## src/rtl/spi_txn_arbiter.sv

```systemverilog
// spi_txn_arbiter: round-robin arbiter that lets two requesters share one
// SPI master, one byte transaction at a time.
// Optional feature: define SPI_ARB_TIMEOUT_EN to abort a WAIT that lasts
// TIMEOUT_CYCLES cycles without m_done (done pulse with err=1).
module spi_txn_arbiter #(
  parameter int unsigned TIMEOUT_CYCLES = 255
) (
  input  logic       clk_i,
  input  logic       reset_i,
  input  logic       req0_i,
  input  logic       req1_i,
  input  logic [7:0] data0_i,
  input  logic [7:0] data1_i,
  input  logic [1:0] mode0_i,
  input  logic [1:0] mode1_i,
  output logic       gnt0_o,
  output logic       gnt1_o,
  output logic       done0_o,
  output logic       done1_o,
  output logic [7:0] rx_data_o,
  output logic       err_o,
  output logic       m_start_o,
  output logic [7:0] m_data_o,
  output logic       m_polarity_o,
  output logic       m_phase_o,
  input  logic       m_busy_i,
  input  logic       m_done_i,
  input  logic [7:0] m_rx_i
);

  typedef enum logic [2:0] {
    S_IDLE,
    S_SETUP,
    S_START,
    S_WAIT,
    S_DONE
  } state_t;

  state_t     state_q;
  logic       last_q;     // 1: requester 1 was served last
  logic       owner_q;    // 1: requester 1 owns the current transaction
  logic       gnt0_q, gnt1_q, done0_q, done1_q, m_start_q;
  logic [7:0] m_data_q, rx_data_q;
  logic       m_pol_q, m_pha_q;
  logic       pick1;

  // Requester 1 wins when it asks alone, or on a tie when requester 0 went last.
  assign pick1 = req1_i & (~req0_i | ~last_q);

`ifdef SPI_ARB_TIMEOUT_EN
  logic [7:0] cnt_q;
  logic       err_q;
  logic       expire;

  // Expiry is seen on the last allowed WAIT cycle so DONE lands TIMEOUT_CYCLES after WAIT entry.
  assign expire = (cnt_q == 8'(TIMEOUT_CYCLES - 1));
  assign err_o  = err_q;
`else
  logic unused_timeout;

  assign unused_timeout = ^TIMEOUT_CYCLES;
  assign err_o          = 1'b0;
`endif

  // Sequencer: arbitrate, present byte/mode, kick the master, wait, report.
  always_ff @(posedge clk_i or posedge reset_i) begin
    if (reset_i) begin
      state_q   <= S_IDLE;
      last_q    <= 1'b1;
      owner_q   <= 1'b0;
      gnt0_q    <= 1'b0;
      gnt1_q    <= 1'b0;
      done0_q   <= 1'b0;
      done1_q   <= 1'b0;
      m_start_q <= 1'b0;
      m_data_q  <= 8'h00;
      rx_data_q <= 8'h00;
      m_pol_q   <= 1'b0;
      m_pha_q   <= 1'b0;
`ifdef SPI_ARB_TIMEOUT_EN
      cnt_q     <= 8'h00;
      err_q     <= 1'b0;
`endif
    end else begin
      m_start_q <= 1'b0;
      done0_q   <= 1'b0;
      done1_q   <= 1'b0;
`ifdef SPI_ARB_TIMEOUT_EN
      err_q     <= 1'b0;
`endif
      unique case (state_q)
        S_IDLE: begin
          if (!m_busy_i && (req0_i || req1_i)) begin
            owner_q  <= pick1;
            gnt0_q   <= ~pick1;
            gnt1_q   <= pick1;
            m_data_q <= pick1 ? data1_i : data0_i;
            m_pol_q  <= pick1 ? mode1_i[1] : mode0_i[1];
            m_pha_q  <= pick1 ? mode1_i[0] : mode0_i[0];
            state_q  <= S_SETUP;
          end
        end
        S_SETUP: begin
          m_start_q <= 1'b1;
          state_q   <= S_START;
        end
        S_START: begin
`ifdef SPI_ARB_TIMEOUT_EN
          cnt_q   <= 8'h00;
`endif
          state_q <= S_WAIT;
        end
        S_WAIT: begin
          if (m_done_i) begin
            rx_data_q <= m_rx_i;
            done0_q   <= ~owner_q;
            done1_q   <= owner_q;
            state_q   <= S_DONE;
          end
`ifdef SPI_ARB_TIMEOUT_EN
          else if (expire) begin
            err_q   <= 1'b1;
            done0_q <= ~owner_q;
            done1_q <= owner_q;
            state_q <= S_DONE;
          end else begin
            cnt_q <= cnt_q + 8'd1;
          end
`endif
        end
        S_DONE: begin
          gnt0_q  <= 1'b0;
          gnt1_q  <= 1'b0;
          last_q  <= owner_q;
          state_q <= S_IDLE;
        end
        default: state_q <= S_IDLE;
      endcase
    end
  end

  assign gnt0_o       = gnt0_q;
  assign gnt1_o       = gnt1_q;
  assign done0_o      = done0_q;
  assign done1_o      = done1_q;
  assign m_start_o    = m_start_q;
  assign m_data_o     = m_data_q;
  assign m_polarity_o = m_pol_q;
  assign m_phase_o    = m_pha_q;
  assign rx_data_o    = rx_data_q;

endmodule

```

## config.mk

```make
export PLATFORM = sky130hd
export DESIGN_NAME = spi_txn_arbiter
export DESIGN_NICKNAME = d
export VERILOG_FILES = /design/src/rtl/spi_txn_arbiter.sv
export SDC_FILE = /design/constraint.sdc
export NUM_CORES = 1
export LEC_CHECK = 0
export CORE_MARGIN = 2
export CORE_UTILIZATION = 44
export DETAILED_ROUTE_END_ITERATION = 10
export PLACE_DENSITY = 0.83
export SETUP_SLACK_MARGIN = 0.3
export SYNTH_ARGS = -nofsm -noshare
export SYNTH_HDL_FRONTEND = slang
export SYNTH_SLANG_ARGS = --single-unit
export TNS_END_PERCENT = 20
```

## constraint.sdc

```tcl
create_clock -name clk_i -period 2.2 [get_ports clk_i]
set_input_delay 0.55 -clock clk_i [delete_from_list [all_inputs] [get_ports clk_i]]
set_output_delay 0.55 -clock clk_i [all_outputs]
set_load 0.01 [all_outputs]
```

# ---- Yosys cells after proc, flatten, opt, wreduce, memory -nomap -nowiden
# Cells that the tools add are included.
dict set report classes {
  add_sub_neg 0
  multipliers 0
  div_mod_pow 0
  magnitude_cmp 0
  n_eq_ne 6
  n_shift 0
  mux 15
  bitwise 6
  reduce_logical 9
}
# operator n
set op_table {}
lappend op_table {{$pmux 3 s4} 1}
lappend op_table {{$mux 1} 9}
lappend op_table {{$mux 8} 1}
lappend op_table {{$reduce_and 2->1} 4}
lappend op_table {{$eq 3x2->1 const B} 2}
lappend op_table {{$mux 3} 2}
lappend op_table {{$ne 2x2->1 const B} 2}
lappend op_table {{$not 1->1} 4}
lappend op_table {{$pmux 1 s2} 2}
lappend op_table {{$eq 3x1->1 const B} 1}
lappend op_table {{$eq 3x3->1 const B} 1}
lappend op_table {{$logic_not 3->1} 1}
lappend op_table {{$reduce_bool 2->1} 1}
lappend op_table {{$and 1x1->1} 1}
lappend op_table {{$logic_and 1x1->1} 1}
lappend op_table {{$logic_not 1->1} 1}
lappend op_table {{$logic_or 1x1->1} 1}
lappend op_table {{$or 1x1->1} 1}
dict set report word_totals {
  ff_bits 28
  latchBits 0
  ram_bits 0
  rom_bits 0
  in_bits 34
  output_inout_bits 24
  wordCells 48
  memories 0
}

# ---- Logic depth before layout (Yosys ltp)
# Gate-level depths: netlist (run 1).
dict set report logic_depth {
  depth_word 6
  ltp_mapped 5
  mapped_depth_nobuf 3
}

# ---- Least setup slack after synthesis (run 1)
# Ideal clock, no wire load.
dict set report synth_timing {
  path_type {in2reg}
  startpoint {in req1_i}
  endpoint {reg m_data_q[0], in the netlist m_data_o[0]}
  arrival_time_ns 1.489
  slack_ns 0.586
  cell_stages 4
  cell_sequence {a21boi_2 buf_6 mux2_1 mux2_4}
}
dict set report synth_between {
  elab_chain_cells 3
  elab_cells_between_ends 5
  cone_classes {mux: 1; bitwise: 1; reduce/logical: 3}
}
# item line
set synth_lines {}
lappend synth_lines {{start, declared} 11} ;# input logic req1_i,
lappend synth_lines {{$logic_or 1x1->1} 93} ;# if (!m_busy_i && (req0_i || req1_i)) begin
lappend synth_lines {{$logic_and 1x1->1} 93}
lappend synth_lines {{$reduce_and 2->1 (no source line)} -}
lappend synth_lines {{end signal, assigned} 97} ;# m_data_q <= pick1 ? data1_i : data0_i;
lappend synth_lines {{end, declared} 43} ;# logic [7:0] m_data_q, rx_data_q;
# Parallel ways exist; a longest one is shown, timed or not.
# A chain may end at the register's enable or synchronous reset.

# ---- Worst setup path after layout (run 1)
dict set report layout_timing {
  startpoint {reg gnt1_q, in the netlist gnt1_o}
  endpoint {out gnt1_o}
}
# item line
set layout_rtl {}
lappend layout_rtl {{start, declared} 42} ;# logic gnt0_q, gnt1_q, done0_q, done1_q, m_start_q;
lappend layout_rtl {{start signal, assigned} 96} ;# gnt1_q <= pick1;
lappend layout_rtl {{end, declared} 17} ;# output logic gnt1_o,
# No word-level cell between the ends.

==> metrics.txt, run 1 <==
status complete, but fails checks; failing checks DRC; Yosys warning count 0; Total Routing Usage GR 0.166; r2r startpoint state_q[2]; Worst-Skew Late Latency 0.33 ns; core area 2810 µm²; Cell Area, Placed 1900 µm²; Pwr Density 1210 nW/µm²; post-CTS setup buffers 0; Initial DRC Count 18; Die Wd 58.7 µm; P_int 1.67 mW; Mapped Area 1320 µm²; Hold Fails Final Rpt 0; CP Launch Point gnt1_o; total CTS buffers 3; register area 702 µm²; CP Capture Type primary output; antenna viol nets, final 0; RD Place Congestion 0.736; PortBufs 56; slack of the critical path 0.355 ns; clock skew 0.0100 ns; Net Switching 0.698 mW; most common cell in the netlist dfrtp_1; Residual DRC 5; final design utilization 0.698; placed cells 172; Tcrit/Tclk final 0.839; post-CTS resize count 0; final setup vio count 0; sum of routed wire length over all layers 2720 µm; Post-synth EDFFs 0; number of cell rows 19; post-synthesis instance total 87; total nets after synthesis 121; peak supply drop 0.801 mV; share of Yosys cell area claimed by the top area cell type 0.514; Levels on crit path 1; Leak Pwr 0.827 nW; top cells by area, synth dfrtp_1 51%, mux2_2 12%, mux2_4 10%; final cell count without fillers 176; Max Root-Sink Buffers 2; Synth Flop Type dfrtp_1; CP Data Required Time 1.65 ns; area of the multi-input gates 556 µm²; Hold Buf Count CTS 0; htree depth 1; Design Area, Final 1960 µm²; crit-path cells clkdlybuf4s50_1; via count 887; hpwl dp 2110 µm; Worst-path clk slew 0.16 ns; share of cells above drive strength 1 0.255; FMAX 0.542 GHz; Area Growth Syn to Fin 48.8%; Avg Vias per Cell 5.04; R2R setup slack 0.55 ns; Pre-Repair DR Iteration Count 9; Congestion Overflow GR 0; io pins 58; sw frac 0.296; Seq pwr share 0.392; Comb pwr share 0.465; global-route wire length before repair 4270 µm; average wire per standard cell 15.4 µm; Worst Path Class, Setup reg -> out; clk sinks 28; initial antenna violation count 0; TritonCTS clock tree built; HP Class in -> async; cell family with most CP delay buffers and inverters; clock share of power 0.143; clock root buffer clkbuf_4; fin crit period 1.84 ns; pre-CTS setup slack 0.0237 ns; largest net degree at the start of global routing 21; die height 58.7 µm; Worst Setup Start Kind register; CP max-delay cell clkdlybuf4s50_1; max-cap violation count 0; Data arrival, critical path 1.29 ns; number of global-route vias before repair 961; Crit Reg-Reg Endpoint m_data_o[5]; largest fanout on the critical path 3; number of diodes 0; #FFs+latches synth 28; CP bufs+invs 1; nets@finish 180; crit-path max cell delay 0.55 ns; post-synth top area cell dfrtp_1; Yosys cell types 30; FF-to-FF path depth 3; Commonest cells post-synth 27 x dfrtp_1, 14 x mux2_2, 9 x mux2_4; fillers 225; Max Slew Vio Count 0; die area 3440 µm²; RSZ-0062 raised after global routing false; ys async rst share 1.00; Initial Util 0.469; Seq/Total Area, Yosys 0.534; TNS Setup 0 ns; Syn Area/Cell 15.1 µm²
==> metal layers <==
metal | wire, µm | track usage
met4 | 17 | 0.0617
met3 | 247 | 0.0484
met5 | 0 | 0
met1 | 1030 | 0.183
met2 | 1420 | 0.300
==> state kept, by name (all words and copies together), names as in the netlist <==
| register | flops |
|---|---|
| done0_o | 1 |
| done1_o | 1 |
| gnt0_o | 1 |
| gnt1_o | 1 |
| last_q | 1 |
| m_data_o | 8 |
| m_phase_o | 1 |
| m_polarity_o | 1 |
| m_start_o | 1 |
| owner_q | 1 |
| rx_data_o | 8 |
| state_q | 3 |
==> power groups by stage <==
| stage | logic, mW | registers [mW] | clock network [mW] |
|---|---|---|---|
| final | 1.10 | 0.926 | 0.337 |
| after global routing | 1.18 | 0.956 | 0.363 |
| after CTS | 1.12 | 0.929 | 0.348 |
| after detailed placement | 1.11 | 0.937 | 0 |
| after global placement | 1.08 | 0.928 | 0 |
| after floorplan | 0.510 | 0.995 | 0 |
==> cells in the final DEF, fill, tap and decap left out, types with 2 or more instances in the layout <==
cell	instances
mux2_2	14
clkdlybuf4s50_1	56
mux2_4	9
and2_1	2
clkbuf_4	3
nor2_1	2
mux2_1	7
inv_1	2
dfrtp_1	27
buf_12	2
==> through the flow <==
stage          power [mW]  hold WS, ns
5_1_grt              2.50        0.493
6_report             2.36        0.468
3_5_place_dp         2.05        0.493
4_1_cts              2.39        0.466
2_1_floorplan        1.50        0.440
3_3_place_gp         2.01        0.492
==> how the worst max path moves through the flow <==
| stage | slack (ns) | to |
|---|---|---|
| 6_report | 0.36 | gnt1_o |
| 4_1_cts | 0.34 | gnt1_o |
| 3_5_place_dp | 0.02 | m_data_o[5] |
| 2_1_floorplan | 0.59 | m_data_o[0] |
| 5_1_grt | 0.30 | gnt1_o |
| 3_3_place_gp | 0.05 | m_data_o[7] |
==> area by class of cell <==
class | count | share of cell area
Multi-Input combinational cell | 53 | 0.284
Tap cell | 31 | 0.0198
Sequential cell | 28 | 0.359
Clock buffer | 3 | 0.0115
Timing Repair Buffer | 58 | 0.307
Clock inverter | 1 | 0.0153
Inverter | 2 | 0.00384
==> cells by family after synthesis <==
| family | synth area share |
|---|---|
| AO/OA/AOI/OAI | 0.0514 |
| buffers and inverters | 0.0438 |
| flip-flops | 0.534 |
| multiplexers | 0.283 |
| other | 0.00285 |
| AND/OR/NAND/NOR | 0.0856 |
No activity file was read; power rests on OpenSTA's default activity.
==> run 2: changes to the inputs <==
CORE_UTILIZATION = 37   (was 44)
PLACE_DENSITY = 0.75   (was 0.83)
clock period = 1.69 ns   (was 2.2 ns; I/O delays follow)
==> metrics.txt, run 2 (synthesis gave the netlist of run 1 again) <==
status finished, final reports clean; Initial DRC Count 12 (-6); Seq pwr share 0.393 (about the same); Congestion Overflow GR 0 (unchanged); die area 4050 µm² (+18%); core area 3360 µm² (+20%); most frequent cells in the layout 31 x clkdlybuf4s50_1, 27 x dfrtp_1, 18 x dlygate4sd2_1, 14 x mux2_2, 13 x buf_4; Design Area, Final 2050 µm² (+4.7%); HP Class in -> async; share of cells above drive strength 1 0.377 (+0.121); Pwr Density 1420 nW/µm² (+18%); P_int 1.98 mW (+19%); Data arrival, critical path 1.75 ns (+0.46 ns); Net Switching 0.939 mW (+34%); Max Slew Vio Count 0 (unchanged); most common cell after layout, fill and taps aside clkdlybuf4s50_1; Pre-Repair DR Iteration Count 2 (-7); FF-to-FF path depth 4 (+1); Worst-Skew Late Latency 0.33 ns (about the same); final design utilization 0.609 (-0.0882); Die Wd 63.6 µm (+8.4%); hpwl dp 2030 µm (-3.5%); Total Power 2.92 mW (+23%); total CTS buffers 3 (unchanged); Total Routing Usage GR 0.152 (-0.0141); final setup vio count 0 (unchanged); htree depth 1 (unchanged); fin crit period 1.52 ns; via count 942 (+6.2%); nets@finish 197 (+9.4%); Leak Pwr 0.943 nW (+14%); RD Place Congestion 0.676 (-8.1%); clock root buffer clkbuf_4; largest net degree at the start of global routing 29 (+38%); CP Capture Type register; max-cap violation count 0 (unchanged); initial antenna violation count 0 (unchanged); Comb pwr share 0.508 (+0.043); sw frac 0.322 (+0.0264); Avg Vias per Cell 4.53 (-10%); CP Data Required Time 1.92 ns (+0.27 ns); number of diodes 0 (unchanged); Max Root-Sink Buffers 2 (unchanged); RSZ-0062 raised after global routing true; fillers 284 (+26%); FMAX 0.657 GHz; Hold Fails Final Rpt 0 (unchanged); clk sinks 28 (unchanged); clock share of power 0.099 (-0.044); TritonCTS clock tree built; Worst-path clk slew 0.15 ns (about the same); global-route wire length before repair 4710 µm (+10%); io pins 58 (unchanged); Worst Setup Start Kind register; antenna viol nets, final 0 (unchanged); number of cell rows 21 (+2); Worst Path Class, Setup reg -> reg; Tcrit/Tclk final 0.900; number of global-route vias before repair 1035 (+7.7%); average wire per standard cell 13.8 µm (-11%); sum of routed wire length over all layers 2860 µm (+5.3%); Hold Buf Count CTS 0 (unchanged); largest fanout on the critical path 5 (+2); clock skew 0.0133 ns (+0.00325 ns); Cell Area, Placed 1960 µm² (+3.1%); peak supply drop 0.905 mV (+13%); Residual DRC 0 (-5); die height 63.6 µm (+8.4%); Initial Util 0.391 (-0.0778); PortBufs 56 (unchanged); Area Growth Syn to Fin 55.9%
run 2: changes by cell type in the layout (fill, tap and decap cells not counted), moves of 2 or more:
cell / previous run / this run
buf_2: 0 / 7
dlygate4sd2_1: 0 / 18
buf_6: 0 / 2
clkdlybuf4s50_1: 56 / 31
buf_4: 0 / 13
run 2: area by class of cell:
cell class                      instances  area (µm²)  share of cell area
Timing Repair Buffer                   75         688               0.336
Multi-Input combinational cell         53         568               0.277
Clock buffer                            4        26.3              0.0128
Tap cell                               46        57.6              0.0281
Inverter                                2        7.51             0.00366
Sequential cell                        28         702               0.342
run 2: critical path: stages, from the launching register on:
cell and delay [ns]:
dfrtp_1 0.40, or3_4 0.42, nor2_8 0.16, buf_12 0.13, mux2_4 0.29
run 2: power groups by stage:
| stage | registers (mW) | clock network, mW | logic [mW] |
|---|---|---|---|
| 6_report | 1.15 | 0.290 | 1.48 |
| 3_3_place_gp | 1.17 | 0 | 1.51 |
| 4_1_cts | 1.15 | 0.293 | 1.45 |
| 5_1_grt | 1.20 | 0.322 | 1.60 |
| 2_1_floorplan | 1.29 | 0 | 0.664 |
| 3_5_place_dp | 1.17 | 0 | 1.55 |
run 2: worst paths after layout:
| kind | from | slack, ns | endpoint |
|---|---|---|---|
| max in group asynchronous | reset_i | 1.05 | last_q |
| worst max register to register | state_q[0] | 0.17 | m_data_o[2] |
| worst min register to register | owner_q | 0.49 | done0_o |
| worst min-delay path | reset_i | 0.40 | state_q[1] |
| min in group clk_i | owner_q | 0.49 | done0_o |
| worst max-delay path | state_q[0] | 0.17 | m_data_o[2] |
run 2: metal layers:
layer	global-route usage	share of wire
met5	0	0
met4	0.0489	0.013
met3	0.0571	0.081
met2	0.266	0.51
met1	0.169	0.39
run 2: timing repair:
item / 4_1_cts / 5_1_grt
gates resized for setup: 49 / 1
pin swaps: 1 / 3
buffers inserted: 6 / 4
setup endpoints to repair: 42 / 37
cloned: 0 / 0
run 2: through the flow:
step / hold slack [ns] / worst slack, ns / TNS, ns / instances
floorplan: 0.440 / 0.182 / 0 / 87
global placement: 0.491 / -0.314 / -3.94 / 194
detailed placement: 0.491 / -0.354 / -4.35 / 194
CTS: 0.411 / 0.161 / 0 / 204
global route: 0.421 / 0.128 / 0 / 208
finish: 0.399 / 0.169 / 0 / 208
==> run 3: changes to the inputs <==
MAX_ROUTING_LAYER = met4   (was unset)
==> metrics.txt, run 3 (synthesis gave the netlist of run 1 again) <==
slack of the critical path 0.171 ns (+0.00199 ns); clock share of power 0.099 (about the same); most common cell after layout, fill and taps aside clkdlybuf4s50_1; Residual DRC 0 (unchanged); Hold WS 0.402 ns (+0.00340 ns); Worst Path Class, Setup reg -> reg; fin crit period 1.52 ns (-0.00199 ns); Tcrit/Tclk final 0.899 (-0.00118); PortBufs 56 (unchanged); Die Wd 63.6 µm (unchanged); average wire per standard cell 13.7 µm (-0.14%); antenna viol nets, final 0 (unchanged); Worst-path clk slew 0.15 ns (about the same); final setup vio count 0 (unchanged); RSZ-0062 raised after global routing true; die height 63.6 µm (unchanged); clock skew 0.0120 ns (-0.00123 ns); core area 3360 µm² (unchanged); crit-path max cell delay 0.42 ns (about the same); CP Capture Type register; Comb pwr share 0.508 (about the same); most frequent cells in the layout 31 x clkdlybuf4s50_1, 27 x dfrtp_1, 18 x dlygate4sd2_1, 14 x mux2_2, 13 x buf_4; Seq pwr share 0.393 (about the same); Pre-Repair DR Iteration Count 2 (unchanged); largest net degree at the start of global routing 29 (unchanged); hpwl dp 2030 µm (unchanged); clk sinks 28 (unchanged); Initial DRC Count 6 (-6); P_int 1.98 mW (about the same); fillers 284 (unchanged); R2R setup slack 0.17 ns (about the same); global-route wire length before repair 4710 µm (+0.15%); Leak Pwr 0.943 nW (unchanged); r2r startpoint state_q[0]; die area 4050 µm² (unchanged); peak supply drop 0.900 mV (-0.51%); Congestion Overflow GR 0 (unchanged); initial antenna violation count 0 (unchanged); cell family with most CP delay simple AND/OR/NAND/NOR gates; CP Data Required Time 1.91 ns (about the same); CP Launch Point state_q[0]; pre-CTS setup slack -0.354 ns (unchanged); crit-path cells or3_4, nor2_8, buf_12, mux2_4; max-cap violation count 0 (unchanged); Max Slew Vio Count 0 (unchanged); share of cells above drive strength 1 0.377 (unchanged); Worst-Skew Late Latency 0.33 ns (about the same); number of cell rows 21 (unchanged); io pins 58 (unchanged); FF-to-FF path depth 4 (unchanged); Pwr Density 1420 nW/µm² (about the same); Total Routing Usage GR 0.156 (+0.00426); Hold Fails Final Rpt 0 (unchanged); sw frac 0.321 (-0.000498); TritonCTS clock tree built; Data arrival, critical path 1.74 ns (about the same); Worst Setup Start Kind register; number of diodes 0 (unchanged); nets@finish 197 (unchanged); htree depth 1 (unchanged); largest fanout on the critical path 5 (unchanged); Initial Util 0.391 (unchanged); number of global-route vias before repair 1033 (-0.19%); via count 942 (unchanged); Total Power 2.92 mW (about the same); Hold Buf Count CTS 0 (unchanged); CP max-delay cell or3_4; HP Class in -> async; Crit Reg-Reg Endpoint m_data_o[2]; RD Place Congestion 0.683 (+0.99%); Net Switching 0.937 mW (-0.23%); FMAX 0.658 GHz (+0.13%); Max Root-Sink Buffers 2 (unchanged); total CTS buffers 3 (unchanged); Area Growth Syn to Fin 55.9% (unchanged); Avg Vias per Cell 4.53 (unchanged); status finished, final reports clean; clock root buffer clkbuf_4; sum of routed wire length over all layers 2860 µm (-0.14%); CP bufs+invs 1 (unchanged)
-- run 3: cell counts in the layout (fill, tap and decap cells not counted) --
No cell type changed its count.
-- run 3: worst min-delay path, delay by kind of cell --
kind / cells / cell delay [ns]
buf+inv: 3 / 0.69
-- run 3: final cells by class --
cell class              instances  area, µm²  area share
well taps                      46       57.6      0.0281
clock buffers                   4       26.3      0.0128
flip-flops and latches         28        702       0.342
repair buffers                 75        688       0.336
inverters                       2       7.51     0.00366
multi-input cells              53        568       0.277
-- run 3: through the flow --
stage,area [µm²],utilization,cells,TNS (ns)
after floorplan,1320,-,87,0
after global placement,1960,0.584,194,-3.94
after detailed placement,1960,0.584,194,-4.35
after CTS,2020,0.600,204,0
after global routing,2050,0.609,208,0
final,2050,0.609,208,0
-- run 3: layer usage --
layer  vias to the layer above  share of wire  global-route usage
met5                         -              0                   -
met4                         0          0.013              0.0489
met3                         4          0.082              0.0571
met2                        37           0.51               0.264
met1                       445           0.39               0.170
li1                        456              -                   -
-- run 3: worst max path at each step --
stage	to	slack, ns	depth (start not counted)
after floorplan	m_data_o[0]	0.18	5
after global placement	m_data_o[5]	-0.31	5
after detailed placement	m_data_o[6]	-0.35	5
after CTS	m_data_o[2]	0.16	4
after global routing	m_data_o[2]	0.13	4
final	m_data_o[2]	0.17	4
-- run 3: power by group through the flow --
stage | combinational (mW) | sequential [mW] | clock [mW]
after CTS | 1.45 | 1.15 | 0.293
after global routing | 1.60 | 1.20 | 0.322
after global placement | 1.51 | 1.17 | 0
after detailed placement | 1.55 | 1.17 | 0
final | 1.48 | 1.15 | 0.288
after floorplan | 0.664 | 1.29 | 0
-- run 3: what timing repair did --
item,4_1_cts,5_1_grt
setup buffers,6,4
pin swaps,1,3
endpoints found under the setup margin,42,37
gates resized for setup,49,1
